[config.mk]
export PLATFORM = sky130hd
export DESIGN_NAME = alarm_timer_digits
export DESIGN_NICKNAME = d
export VERILOG_FILES = /design/src/rtl/alarm_timer_digits.sv
export SDC_FILE = /design/constraint.sdc
export NUM_CORES = 1
export LEC_CHECK = 0
export BUFFER_PORTS_ARGS = -buffer_cell sky130_fd_sc_hd__buf_2
export CORE_MARGIN = 3
export CORE_UTILIZATION = 54
export CTS_CLUSTER_DIAMETER = 50
export CTS_CLUSTER_SIZE = 24
export DETAILED_ROUTE_END_ITERATION = 16
export PLACE_DENSITY = 0.8
export SKIP_CTS_REPAIR_TIMING = 1
export SLEW_MARGIN = 20
export SYNTH_ARGS = -nofsm -noshare
export SYNTH_HDL_FRONTEND = slang
export SYNTH_SLANG_ARGS = --single-unit
[constraint.sdc]
create_clock -name clock -period 3.2 [get_ports clock]
set_clock_uncertainty 0.2 [all_clocks]
set_input_delay 0.96 -clock clock [delete_from_list [all_inputs] [get_ports clock]]
set_output_delay 0.96 -clock clock [all_outputs]
set_load 0.005 [all_outputs]
[src/rtl/alarm_timer_digits.sv]
// alarm_timer_digits: BCD seconds countdown for the alarm arming/entry delays,
// with an expiry pulse and an 8-digit word formatter for the 7-segment mux.
// Digit word layout: {enable, hex[3:0], dp}; digit 1 is the leftmost.
// Optional build macro TENTHS_EN: adds a tenths digit below units and shifts
// the displayed count one position left (0.1 s resolution).
//
// state     | meaning
// ----------+------------------------------------------------------------
// S_IDLE    | stopped, count 000
// S_RUN     | prescaler advancing, count decrements once per tick
// S_PAUSE   | prescaler and count frozen while pause is high
// S_EXPIRED | count reached zero, d6..d8 blink "000" until start/clear
module alarm_timer_digits #(
  parameter int CLK_HZ = 100_000_000
) (
  input  logic        clock,
  input  logic        reset,
  input  logic        start,
  input  logic        pause,
  input  logic        clear,
  input  logic [11:0] load_bcd,
  input  logic [3:0]  state_code,
  output logic [5:0]  d1,
  output logic [5:0]  d2,
  output logic [5:0]  d3,
  output logic [5:0]  d4,
  output logic [5:0]  d5,
  output logic [5:0]  d6,
  output logic [5:0]  d7,
  output logic [5:0]  d8,
  output logic        running,
  output logic        expired,
  output logic        done
);

  // The prescaler doubles as the blink timer in EXPIRED, so it is sized for
  // the full second even when the tick period is shorter.
  localparam int PW = (CLK_HZ > 2) ? $clog2(CLK_HZ) : 1;
`ifdef TENTHS_EN
  localparam int TICK_DIV = (CLK_HZ >= 10) ? (CLK_HZ / 10) : 1;
`else
  localparam int TICK_DIV = CLK_HZ;
`endif
  localparam logic [PW-1:0] TICK_TC  = PW'(TICK_DIV - 1);
  localparam logic [PW-1:0] BLINK_TC = PW'(CLK_HZ / 2 - 1);

  typedef enum logic [1:0] {
    S_IDLE,
    S_RUN,
    S_PAUSE,
    S_EXPIRED
  } state_t;

  state_t         state_q, state_d;
  logic [11:0]    count_q, count_d;
  logic [PW-1:0]  presc_q, presc_d;
  logic           blink_q, blink_d;
  logic           done_ev_q, done_ev_d;
  logic [11:0]    load_clamped;
  logic           at_zero;
`ifdef TENTHS_EN
  logic [3:0]     tenths_q, tenths_d;
`endif

  logic [5:0]     dig_d [1:8];
  logic [5:0]     dig_q [1:8];
  logic           running_q, expired_q, done_q;

  function automatic logic [3:0] clamp9(input logic [3:0] n);
    return (n > 4'd9) ? 4'd9 : n;
  endfunction

  // BCD decrement of {hundreds, tens, units}; never called on 000.
  function automatic logic [11:0] bcd_dec(input logic [11:0] v);
    logic [11:0] r;
    r = v;
    if (v[3:0] != 4'd0) begin
      r[3:0] = v[3:0] - 4'd1;
    end else begin
      r[3:0] = 4'd9;
      if (v[7:4] != 4'd0) begin
        r[7:4] = v[7:4] - 4'd1;
      end else begin
        r[7:4]  = 4'd9;
        r[11:8] = v[11:8] - 4'd1;
      end
    end
    return r;
  endfunction

  assign load_clamped = {clamp9(load_bcd[11:8]), clamp9(load_bcd[7:4]), clamp9(load_bcd[3:0])};

  // Next-state, count, prescaler and blink; clear beats start beats tick/pause.
  always_comb begin
    state_d   = state_q;
    count_d   = count_q;
    presc_d   = presc_q;
    blink_d   = blink_q;
    done_ev_d = 1'b0;
    at_zero   = 1'b0;
`ifdef TENTHS_EN
    tenths_d  = tenths_q;
`endif
    if (clear) begin
      state_d = S_IDLE;
      count_d = 12'h000;
      presc_d = '0;
      blink_d = 1'b0;
`ifdef TENTHS_EN
      tenths_d = 4'd0;
`endif
    end else if (start) begin
      count_d = load_clamped;
      presc_d = '0;
      blink_d = 1'b0;
`ifdef TENTHS_EN
      tenths_d = 4'd0;
`endif
      if (load_clamped == 12'h000) begin
        state_d   = S_EXPIRED;
        done_ev_d = 1'b1;
      end else begin
        state_d = S_RUN;
      end
    end else begin
      case (state_q)
        S_RUN, S_PAUSE: begin
          if (pause) begin
            state_d = S_PAUSE;
          end else begin
            // Leaving PAUSE advances the prescaler in the same cycle so the
            // frozen interval equals exactly the cycles pause was high.
            state_d = S_RUN;
            if (presc_q == TICK_TC) begin
              presc_d = '0;
`ifdef TENTHS_EN
              if (tenths_q != 4'd0) begin
                tenths_d = tenths_q - 4'd1;
              end else begin
                tenths_d = 4'd9;
                count_d  = bcd_dec(count_q);
              end
              at_zero = (count_d == 12'h000) && (tenths_d == 4'd0);
`else
              count_d = bcd_dec(count_q);
              at_zero = (count_d == 12'h000);
`endif
              if (at_zero) begin
                state_d   = S_EXPIRED;
                done_ev_d = 1'b1;
                blink_d   = 1'b0;
              end
            end else begin
              presc_d = presc_q + 1'b1;
            end
          end
        end
        S_EXPIRED: begin
          if (presc_q == BLINK_TC) begin
            presc_d = '0;
            blink_d = ~blink_q;
          end else begin
            presc_d = presc_q + 1'b1;
          end
        end
        default: ;
      endcase
    end
  end

  // Digit words from the current state/count; registered below.
  always_comb begin
    for (int i = 1; i <= 8; i++) dig_d[i] = 6'b000000;
    dig_d[1] = {1'b1, state_code, (state_q == S_RUN) || (state_q == S_PAUSE)};
`ifdef TENTHS_EN
    if (state_q == S_EXPIRED) begin
      dig_d[5] = {~blink_q, 4'd0, 1'b0};
      dig_d[6] = {~blink_q, 4'd0, 1'b0};
      dig_d[7] = {~blink_q, 4'd0, ~blink_q};
      dig_d[8] = {~blink_q, 4'd0, 1'b0};
    end else begin
      if (count_q[11:8] != 4'd0)
        dig_d[5] = {1'b1, count_q[11:8], 1'b0};
      if (count_q[11:4] != 8'd0)
        dig_d[6] = {1'b1, count_q[7:4], 1'b0};
      dig_d[7] = {1'b1, count_q[3:0], 1'b1};
      dig_d[8] = {1'b1, tenths_q, 1'b0};
    end
`else
    if (state_q == S_EXPIRED) begin
      dig_d[6] = {~blink_q, 4'd0, 1'b0};
      dig_d[7] = {~blink_q, 4'd0, 1'b0};
      dig_d[8] = {~blink_q, 4'd0, 1'b0};
    end else begin
      if (count_q[11:8] != 4'd0)
        dig_d[6] = {1'b1, count_q[11:8], 1'b0};
      if (count_q[11:4] != 8'd0)
        dig_d[7] = {1'b1, count_q[7:4], 1'b0};
      dig_d[8] = {1'b1, count_q[3:0], 1'b0};
    end
`endif
  end

  // Core state registers.
  always_ff @(posedge clock) begin
    if (reset) begin
      state_q   <= S_IDLE;
      count_q   <= 12'h000;
      presc_q   <= '0;
      blink_q   <= 1'b0;
      done_ev_q <= 1'b0;
`ifdef TENTHS_EN
      tenths_q  <= 4'd0;
`endif
    end else begin
      state_q   <= state_d;
      count_q   <= count_d;
      presc_q   <= presc_d;
      blink_q   <= blink_d;
      done_ev_q <= done_ev_d;
`ifdef TENTHS_EN
      tenths_q  <= tenths_d;
`endif
    end
  end

  // Output registers: one cycle behind the state, status flags kept aligned.
  always_ff @(posedge clock) begin
    if (reset) begin
      for (int i = 1; i <= 7; i++) dig_q[i] <= 6'b000000;
      dig_q[8]  <= 6'b100000;
      running_q <= 1'b0;
      expired_q <= 1'b0;
      done_q    <= 1'b0;
    end else begin
      for (int i = 1; i <= 8; i++) dig_q[i] <= dig_d[i];
      running_q <= (state_q == S_RUN) || (state_q == S_PAUSE);
      expired_q <= (state_q == S_EXPIRED);
      done_q    <= done_ev_q;
    end
  end

  assign d1      = dig_q[1];
  assign d2      = dig_q[2];
  assign d3      = dig_q[3];
  assign d4      = dig_q[4];
  assign d5      = dig_q[5];
  assign d6      = dig_q[6];
  assign d7      = dig_q[7];
  assign d8      = dig_q[8];
  assign running = running_q;
  assign expired = expired_q;
  assign done    = done_q;

endmodule
* Yosys cells after proc, flatten, opt, wreduce, memory -nomap -nowiden
Memory sizes are Yosys's and may differ from the RTL's. Index checks and enable logic that the tools add are counted.
Storage, ports and cells: bits of input ports 21, output and inout port bits 51, memories kept 1, ROM bits 0, flip-flop bits (word level) 46, word-level logic and storage cells 107, RAM bits 48, bits in latches 0
Memories:
- dig_q | depth 8, width 6, rd ports 8, clocked after memory_dff 0, write ports 8, RTL line 66 | logic [5:0] dig_q [1:8];
Operators by class: mux-type cells 56, shift-type cells 0, add/subtract/negate cells 4, multipliers 0, reduce and logical (&&, ||, !) cells 16, magnitude comparators 3, div/mod/pow operators 0, bitwise gates (word level) 9, eq/ne operators 10
Operator list (count):
- $mux 27 | 3
- $mux 6 | 10
- $pmux 27 s2 | 1
- $mux 12 | 4
- $mux 8 | 6
- $mux 4 | 11
- $add 27x1->27 const B | 1
- $eq 27x26->1 const B | 1
- $eq 27x27->1 const B | 1
- $logic_not 12->1 | 2
- $mux 18 | 1
- $mux 1 | 13
- $gt 4x4->1 const B | 3
- $mux 2 | 6
- $reduce_bool 4->1 | 3
- $sub 4x1->4 const B | 3
- $ne 2x2->1 const B | 5
- $or 1x1->1 | 8
- $reduce_bool 8->1 | 1
- $reduce_bool 2->1 | 3
- $reduce_and 5->1 | 1
- $eq 2x2->1 const B | 2
- $reduce_or 2->1 | 2
- $reduce_and 3->1 | 1
- 6 further kinds | 6

* Longest topological paths before layout
Gate-level depths: netlist of the first run.
depth in word-level cells 14, mapped depth 8, depth with buffers taken out 7

* Worst setup path before layout of the first run
Ideal clock, no wire load.
kind register to register, start register presc_q[17], end register count_q[11], cell stages (with the launch flop) 7, slack 270 ps, path buffers 1, arrival time 2608 ps, library setup time 122 ps, period minus slack after synthesis 2930 ps, data required time 2878 ps, cells stage by stage dfxtp_1 or4b_1 or4_4 or4b_1 buf_2 o31a_1 o311a_1
Between the ends: longest elaborated chain between the ends 3
Ends and longest elaborated chain:
- start, declared | RTL line 56 | logic [PW-1:0] presc_q, presc_d;
- start signal, assigned | RTL line 218 | presc_q <= presc_d;
- $eq 27x27->1 | RTL line 134 | if (presc_q == TICK_TC) begin
- $reduce_bool 2->1 (no source line)
- $reduce_and 3->1 (no source line)
- end signal, assigned | RTL line 217 | count_q <= count_d;
- end, declared | RTL line 55 | logic [11:0] count_q, count_d;
Every way passes these cells. A chain may end at the register's enable or synchronous reset.

* Worst setup path in the final report of the first run
Same ends and word-level chain as after synthesis.

==> impl_metrics.toml, run 1 <==
[outcome]
status = "finished clean"

[floorplan]
die_area_sq_um = 6910
core_area_sq_um = 5640
initial_core_util_pct = 57.0
fp-row-count = 27
die_w_um = 83.1
io_pins = 72
die-height_um = 83.1

[placement]
port_buffers = 44
place.gp.congestion = 0.921
dp_cells = 483
place_hpwl_mm = 5.33

[setup_path]
rr_worst_depth = 5
slowest_delay_ns = 0.67
crit_path_end_kind = "flip-flop"
regToRegEndpoint = "count_q[11]$_SDFFE_PP0P_"
path_delay_family = "simple AND/OR/NAND/NOR gates"
startpoint = "presc_q[17]$_SDFFE_PP0P_"
cp.depth = 5
path_buf_inv = 0
r2r_start = "presc_q[17]$_SDFFE_PP0P_"
cpMostUsedCell = "or4b_1"
criticalPathCategory = "flip-flop to flip-flop"
crit_path_top_delay_cell = "or4b_1"
crit_end = "count_q[11]$_SDFFE_PP0P_"
worstPathRequired_ns = 3.23
cp-start-kind = "flip-flop"
crit_fanout = 7
cp.arrival_ns = 3.14
rrSetupSlack_ns = 0.09
crit_chain = "or4b_1 > or4_4 > or4b_1 > o31a_1 > o311a_1"

[yosys]
ys_ff_latch = 66
yosysUniqueCellTypes = 51
netlist_area_sq_um = 3210
async_flop_share_pct = 0
yosysWarnings = 0
synth-edff-count = 0
synthFlopType = "dfxtp_1"
ys_seq_area_share_pct = 41.1
syn_inst = 370
synth.avg_cell_area_sq_um = 8.68

[route]
via_per_inst = 5.63
drc = 0
drt_wl_total_mm = 7.04
drtIter0Drc = 143
vias = 2802
routedWlPerCell_um = 14.1
first_pass_iters = 4
drtAntennaViolNets = 0

[clocking]
clockRootBuffer = "clkbuf_8"
clkSinkCount = 66
numCtsBuffers = 9
cts-htree-levels = 3
clk_pin_slew_ns = 0.07
cts.path.max_buffers = 2
cts_tree = "done"
insertion_delay_ns = 0.34

[layout]
area_growth_pct = 13.0
multi_input_area_sq_um = 1710
n_antenna_cell = 0
final_layout_size_suffix_gt1_share_pct = 17.1
final_nets = 447
fillers = 482
layout.cells.non_filler = 498
ff_latch_area_sq_um = 1320

[power]
ir_worst_vdd_uv = 309
total_power_mw = 1.62
powerDensity_nw_per_um2 = 445
p_leak_nw = 1.41

[hold_path]
hold_start = "blink_q$_SDFFE_PP0P_"
hp-class = "flip-flop to flip-flop"
hold_path_depth = 1

[timing]
hold_viol_final = 0
drv_slew = 0
slew_headroom_pct = 54.3
final-setup-viol-count = 0
tightest_slew_ns = 0.679
period_needed_ns = 3.11
setup_tns_ns = 0
final.period_utilization_pct = 97.3
rsz0062_at_grt = "false"
holdWs_ns = 0.219
max_clock_freq_ghz = 0.321

[global_routing]
grt_pass1_wl_mm = 11.5
grt_max_degree = 21
antenna_found_initial = 0
overflow = 0
grt_use_total_pct = 20.1
grt_pass1_vias = 2574

[run]
drv_cap = 0
==> layout by cell type, fill, tap and decap left out, types with 12 or more instances in the layout <==
cell	count
and2_1	13
buf_2	44
conb_1	27
dfxtp_1	65
nand2_1	27
nand4_1	13
nor2_1	22
nor3_1	38
nor4_1	12
xnor2_1	16
xor2_1	14
==> where the power goes <==
part           switching, mW  total (mW)  internal, mW
Sequential            0.0108       0.848         0.837
Combinational         0.0671       0.111        0.0435
Clock                  0.284       0.658         0.374
==> sequential cells by signal, indices dropped and copies added, names as in the netlist <==
register   count
presc_q       27
done           1
count_q       12
blink_q        1
dig_q         21
expired        1
done_ev_q      1
state_q        2
==> synth_stat cells, types with 2 or more instances <==
cell / instances / area, sq um
o311a_1: 4 / 40.0
mux2i_1: 3 / 30.0
xnor2_1: 16 / 140
nand4_1: 13 / 81.3
nand2b_1: 7 / 43.8
or4b_1: 2 / 20.0
nor2_1: 22 / 82.6
ha_1: 4 / 50.1
a2111o_1: 2 / 22.5
nand4b_1: 2 / 17.5
xor2_1: 14 / 123
buf_4: 28 / 210
dfxtp_1: 66 / 1320
nand3_1: 10 / 50.1
or4_1: 4 / 30.0
o21a_1: 2 / 15.0
or3_1: 4 / 25.0
o21ai_0: 7 / 35.0
and3_1: 3 / 18.8
nand3b_1: 4 / 30.0
nor4_1: 12 / 75.1
inv_1: 7 / 26.3
a21oi_1: 10 / 50.1
nand2_1: 27 / 101
nor2b_1: 8 / 50.1
a31oi_1: 4 / 25.0
and2_1: 13 / 81.3
nor3b_1: 2 / 15.0
nor3_1: 38 / 190
a41oi_1: 2 / 17.5
clkbuf_1: 10 / 37.5
==> worst min path at each step <==
stage / slack [ns] / to
after floorplan: 0.19 / dig_q[0][53]$_SDFF_PP1_
after global placement: 0.21 / dig_q[0][53]$_SDFF_PP1_
after detailed placement: 0.21 / dig_q[0][53]$_SDFF_PP1_
after CTS: 0.22 / dig_q[0][53]$_SDFF_PP1_
after global routing: 0.24 / dig_q[0][53]$_SDFF_PP1_
final: 0.22 / dig_q[0][53]$_SDFF_PP1_
==> worst register-to-register path, cell delays in order, from the launching register on <==
cell and delay [ns]:
dfxtp_1 0.37, or4b_1 0.57, or4_4 0.55, or4b_1 0.67, o31a_1 0.36, o311a_1 0.28
==> through the flow <==
step,area (sq um),utilization (%),setup slack (ns)
5_1_grt,3630,64.3,0.0162
2_1_floorplan,3310,-,0.270
3_3_place_gp,3440,61.0,0.216
3_5_place_dp,3440,61.0,0.119
6_report,3630,64.3,0.0855
4_1_cts,3630,64.3,0.109
==> kinds of logic (layout without fill, tap and decap cells) <==
kind of cell    count (synthesis)  in the layout  synth area share [%]
simple gates                  177            177                  30.1
buf+inv                        47             77                  8.80
xor+xnor                       30             30                  8.18
other cells                     1             27                 0.117
mux                             3              3                 0.935
flops                          66             66                  41.1
fa+ha+maj                       4              4                  1.56
compound gates                 42             42                  9.19
==> routing by layer <==
| metal | share of wire, % | global-route usage, % |
|---|---|---|
| met1 | 42 | 24.6 |
| met2 | 48 | 32.6 |
| met3 | 7.1 | 4.56 |
| met4 | 3.3 | 11.3 |
| met5 | 0 | 0 |
==> layout make-up <==
type,count,area share (%)
multi-input combinational,283,47.0
tap,72,2.48
sequential,66,36.4
timing repair buffer,54,8.14
clock buffer,12,4.00
inverter,8,0.827
clock inverter,3,1.10
No activity file was read; power rests on OpenSTA's default activity.
==> run 2: changes to the inputs <==
--- a/config.mk
+++ b/config.mk
@@ -7,11 +7,11 @@
 export LEC_CHECK = 0
 export BUFFER_PORTS_ARGS = -buffer_cell sky130_fd_sc_hd__buf_2
 export CORE_MARGIN = 3
-export CORE_UTILIZATION = 54
+export CORE_UTILIZATION = 58
 export CTS_CLUSTER_DIAMETER = 50
 export CTS_CLUSTER_SIZE = 24
 export DETAILED_ROUTE_END_ITERATION = 16
-export PLACE_DENSITY = 0.8
+export PLACE_DENSITY = 0.85
 export SKIP_CTS_REPAIR_TIMING = 1
 export SLEW_MARGIN = 20
 export SYNTH_ARGS = -nofsm -noshare
==> constraint.sdc (replaced) <==
create_clock -name clock -period 3.7 [get_ports clock]
set_clock_uncertainty 0.2 [all_clocks]
set_input_delay 1.11 -clock clock [delete_from_list [all_inputs] [get_ports clock]]
set_output_delay 1.11 -clock clock [all_outputs]
set_load 0.005 [all_outputs]
==> run 2 against run 1 <==
Effect of this change: die area decreased by 6.4%; flip-flop and latch count unchanged; global-route usage increased by 3.9 points; first-iteration DRC count increased by 52%; sequential power decreased by 14%; clock-buffer cell count decreased by 2; combinational power decreased by 14%; via count increased by 0.50%; setup slack improved by 0.52 ns; critical path type unchanged; largest power group unchanged; highest routed layer unchanged.
==> impl_metrics.toml, run 2 (synthesized netlist as in run 1, its figures left out) <==
[timing]
final.period_utilization_pct = 83.6
final-setup-viol-count = 0
hold_viol_final = 0
period_needed_ns = 3.09
rsz0062_at_grt = "false"
final.setup.worst_slack_ns = 0.608
drv_slew = 0
setup_tns_ns = 0
slew_headroom_pct = 58.3
holdWs_ns = 0.237
tightest_slew_ns = 0.620
max_clock_freq_ghz = 0.323

[route]
drc = 0
via_per_inst = 5.70
first_pass_iters = 5
drtAntennaViolNets = 0
drtIter0Drc = 217
routedWlPerCell_um = 14.7
drt_wl_total_mm = 7.24
vias = 2816

[setup_path]
cp-start-kind = "flip-flop"
worstPathRequired_ns = 3.74
crit_chain = "or4b_1 > or4_4 > or4b_1 > o31a_1 > o311a_1"
cpMostUsedCell = "or4b_1"
crit_fanout = 7
criticalPathCategory = "flip-flop to flip-flop"
r2r_start = "presc_q[18]$_SDFFE_PP0P_"
slowest_delay_ns = 0.66
crit_path_end_kind = "flip-flop"
crit_path_top_delay_cell = "or4b_1"
cp.arrival_ns = 3.14
startpoint = "presc_q[18]$_SDFFE_PP0P_"

[layout]
n_antenna_cell = 0
fillers = 434
top_regs = "presc_q: 27 flops, dig_q: 21 flops, count_q: 12 flops"
largest_reg_flops = 27
multi_input_area_sq_um = 1710
final_common_cell = "dfxtp_1"
top_register = "presc_q"
area_growth_pct = 13.2
mostFrequentLayoutCells = "dfxtp_1 (66), buf_2 (44), nor3_1 (38), nand2_1 (27), conb_1 (27)"
final_nets = 444
ff_latch_area_sq_um = 1320
final_layout_size_suffix_gt1_share_pct = 16.7

[global_routing]
grt_max_degree = 35
grt_pass1_vias = 2601
overflow = 0
grt_pass1_wl_mm = 11.9
grt_use_total_pct = 24.1
antenna_found_initial = 0

[power]
p_leak_nw = 1.41
ir_worst_vdd_uv = 263
p_switching_mw = 0.344
power_frac_clock_pct = 44.2
p_sw_share_pct = 23.1
combPwrFrac_pct = 6.4
power_frac_seq_pct = 49.3
p_int_mw = 1.14
powerDensity_nw_per_um2 = 409

[clocking]
clkSinkCount = 66
cts-htree-levels = 3
cts.path.max_buffers = 2
cts_tree = "done"
clk_pin_slew_ns = 0.07
clockRootBuffer = "clkbuf_8"
numCtsBuffers = 9
insertion_delay_ns = 0.35

[floorplan]
die_w_um = 80.4
core_area_sq_um = 5240
die-height_um = 80.4
die_area_sq_um = 6470
io_pins = 72
initial_core_util_pct = 61.3
fp-row-count = 26

[placement]
pre_cts_slack_ns = 0.652
place.gp.congestion = 0.868
place_hpwl_mm = 5.11
port_buffers = 44

[hold_path]
hp-class = "flip-flop to flip-flop"
hold_start = "blink_q$_SDFFE_PP0P_"

[outcome]
status = "finished clean"

[run]
drv_cap = 0
==> run 2: changes by cell type in the layout (fill, tap and decap cells not counted), sizes merged <==
cell    before  now
buf         54   51
clkbuf      12   10
clkinv       3    5
bufinv       1    2
==> run 2: path summary, 6_finish.rpt <==
check                             end  slack [ns]  cells after the start
max          count_q[11]$_SDFFE_PP0P_        0.61                      5
min           dig_q[0][53]$_SDFF_PP1_        0.24                      1
max reg2reg  count_q[11]$_SDFFE_PP0P_        0.61                      5
min reg2reg   dig_q[0][53]$_SDFF_PP1_        0.24                      1
==> run 2: worst max-delay path: cells and delay by family, from the launching register on <==
family / cells / cell delay, ns
AND/OR/NAND/NOR: 3 / 1.70
AO/OA/AOI/OAI: 2 / 0.62
flip-flops: 1 / 0.47
==> run 2: metal layers <==
metal / up-vias / part of all wire (%) / global-route usage, % / routed length [um]
li1: 1378 / - / - / -
met3: 13 / 6.2 / 6.17 / 449
met2: 100 / 49 / 39.9 / 3540
met1: 1325 / 43 / 28.7 / 3100
met4: 0 / 2.1 / 12.0 / 153
met5: - / 0 / 0 / 0
==> run 2: final cells by class <==
cell class                      count  area share, %
Sequential cell                    66           36.3
Timing Repair Buffer               51           7.50
Inverter                            8          0.826
Clock inverter                      6           2.51
Tap cell                           70           2.41
Multi-Input combinational cell    283           46.9
Clock buffer                       10           3.51
==> run 2: power groups by stage <==
| stage | clock network (mW) | registers (mW) | logic [mW] |
|---|---|---|---|
| after floorplan | 0 | 0.748 | 0.0778 |
| after global placement | 0 | 0.749 | 0.0908 |
| after detailed placement | 0 | 0.749 | 0.0920 |
| after CTS | 0.669 | 0.733 | 0.0935 |
| after global routing | 0.707 | 0.734 | 0.107 |
| final | 0.657 | 0.733 | 0.0953 |
==> run 2: per-stage QoR <==
step / total power, mW / area (sq um) / std cells / util (%)
2_1_floorplan: 0.826 / 3310 / 396 / -
3_3_place_gp: 0.839 / 3420 / 478 / 65.3
3_5_place_dp: 0.841 / 3420 / 478 / 65.3
4_1_cts: 1.50 / 3640 / 494 / 69.4
5_1_grt: 1.55 / 3640 / 494 / 69.4
6_report: 1.49 / 3640 / 494 / 69.4
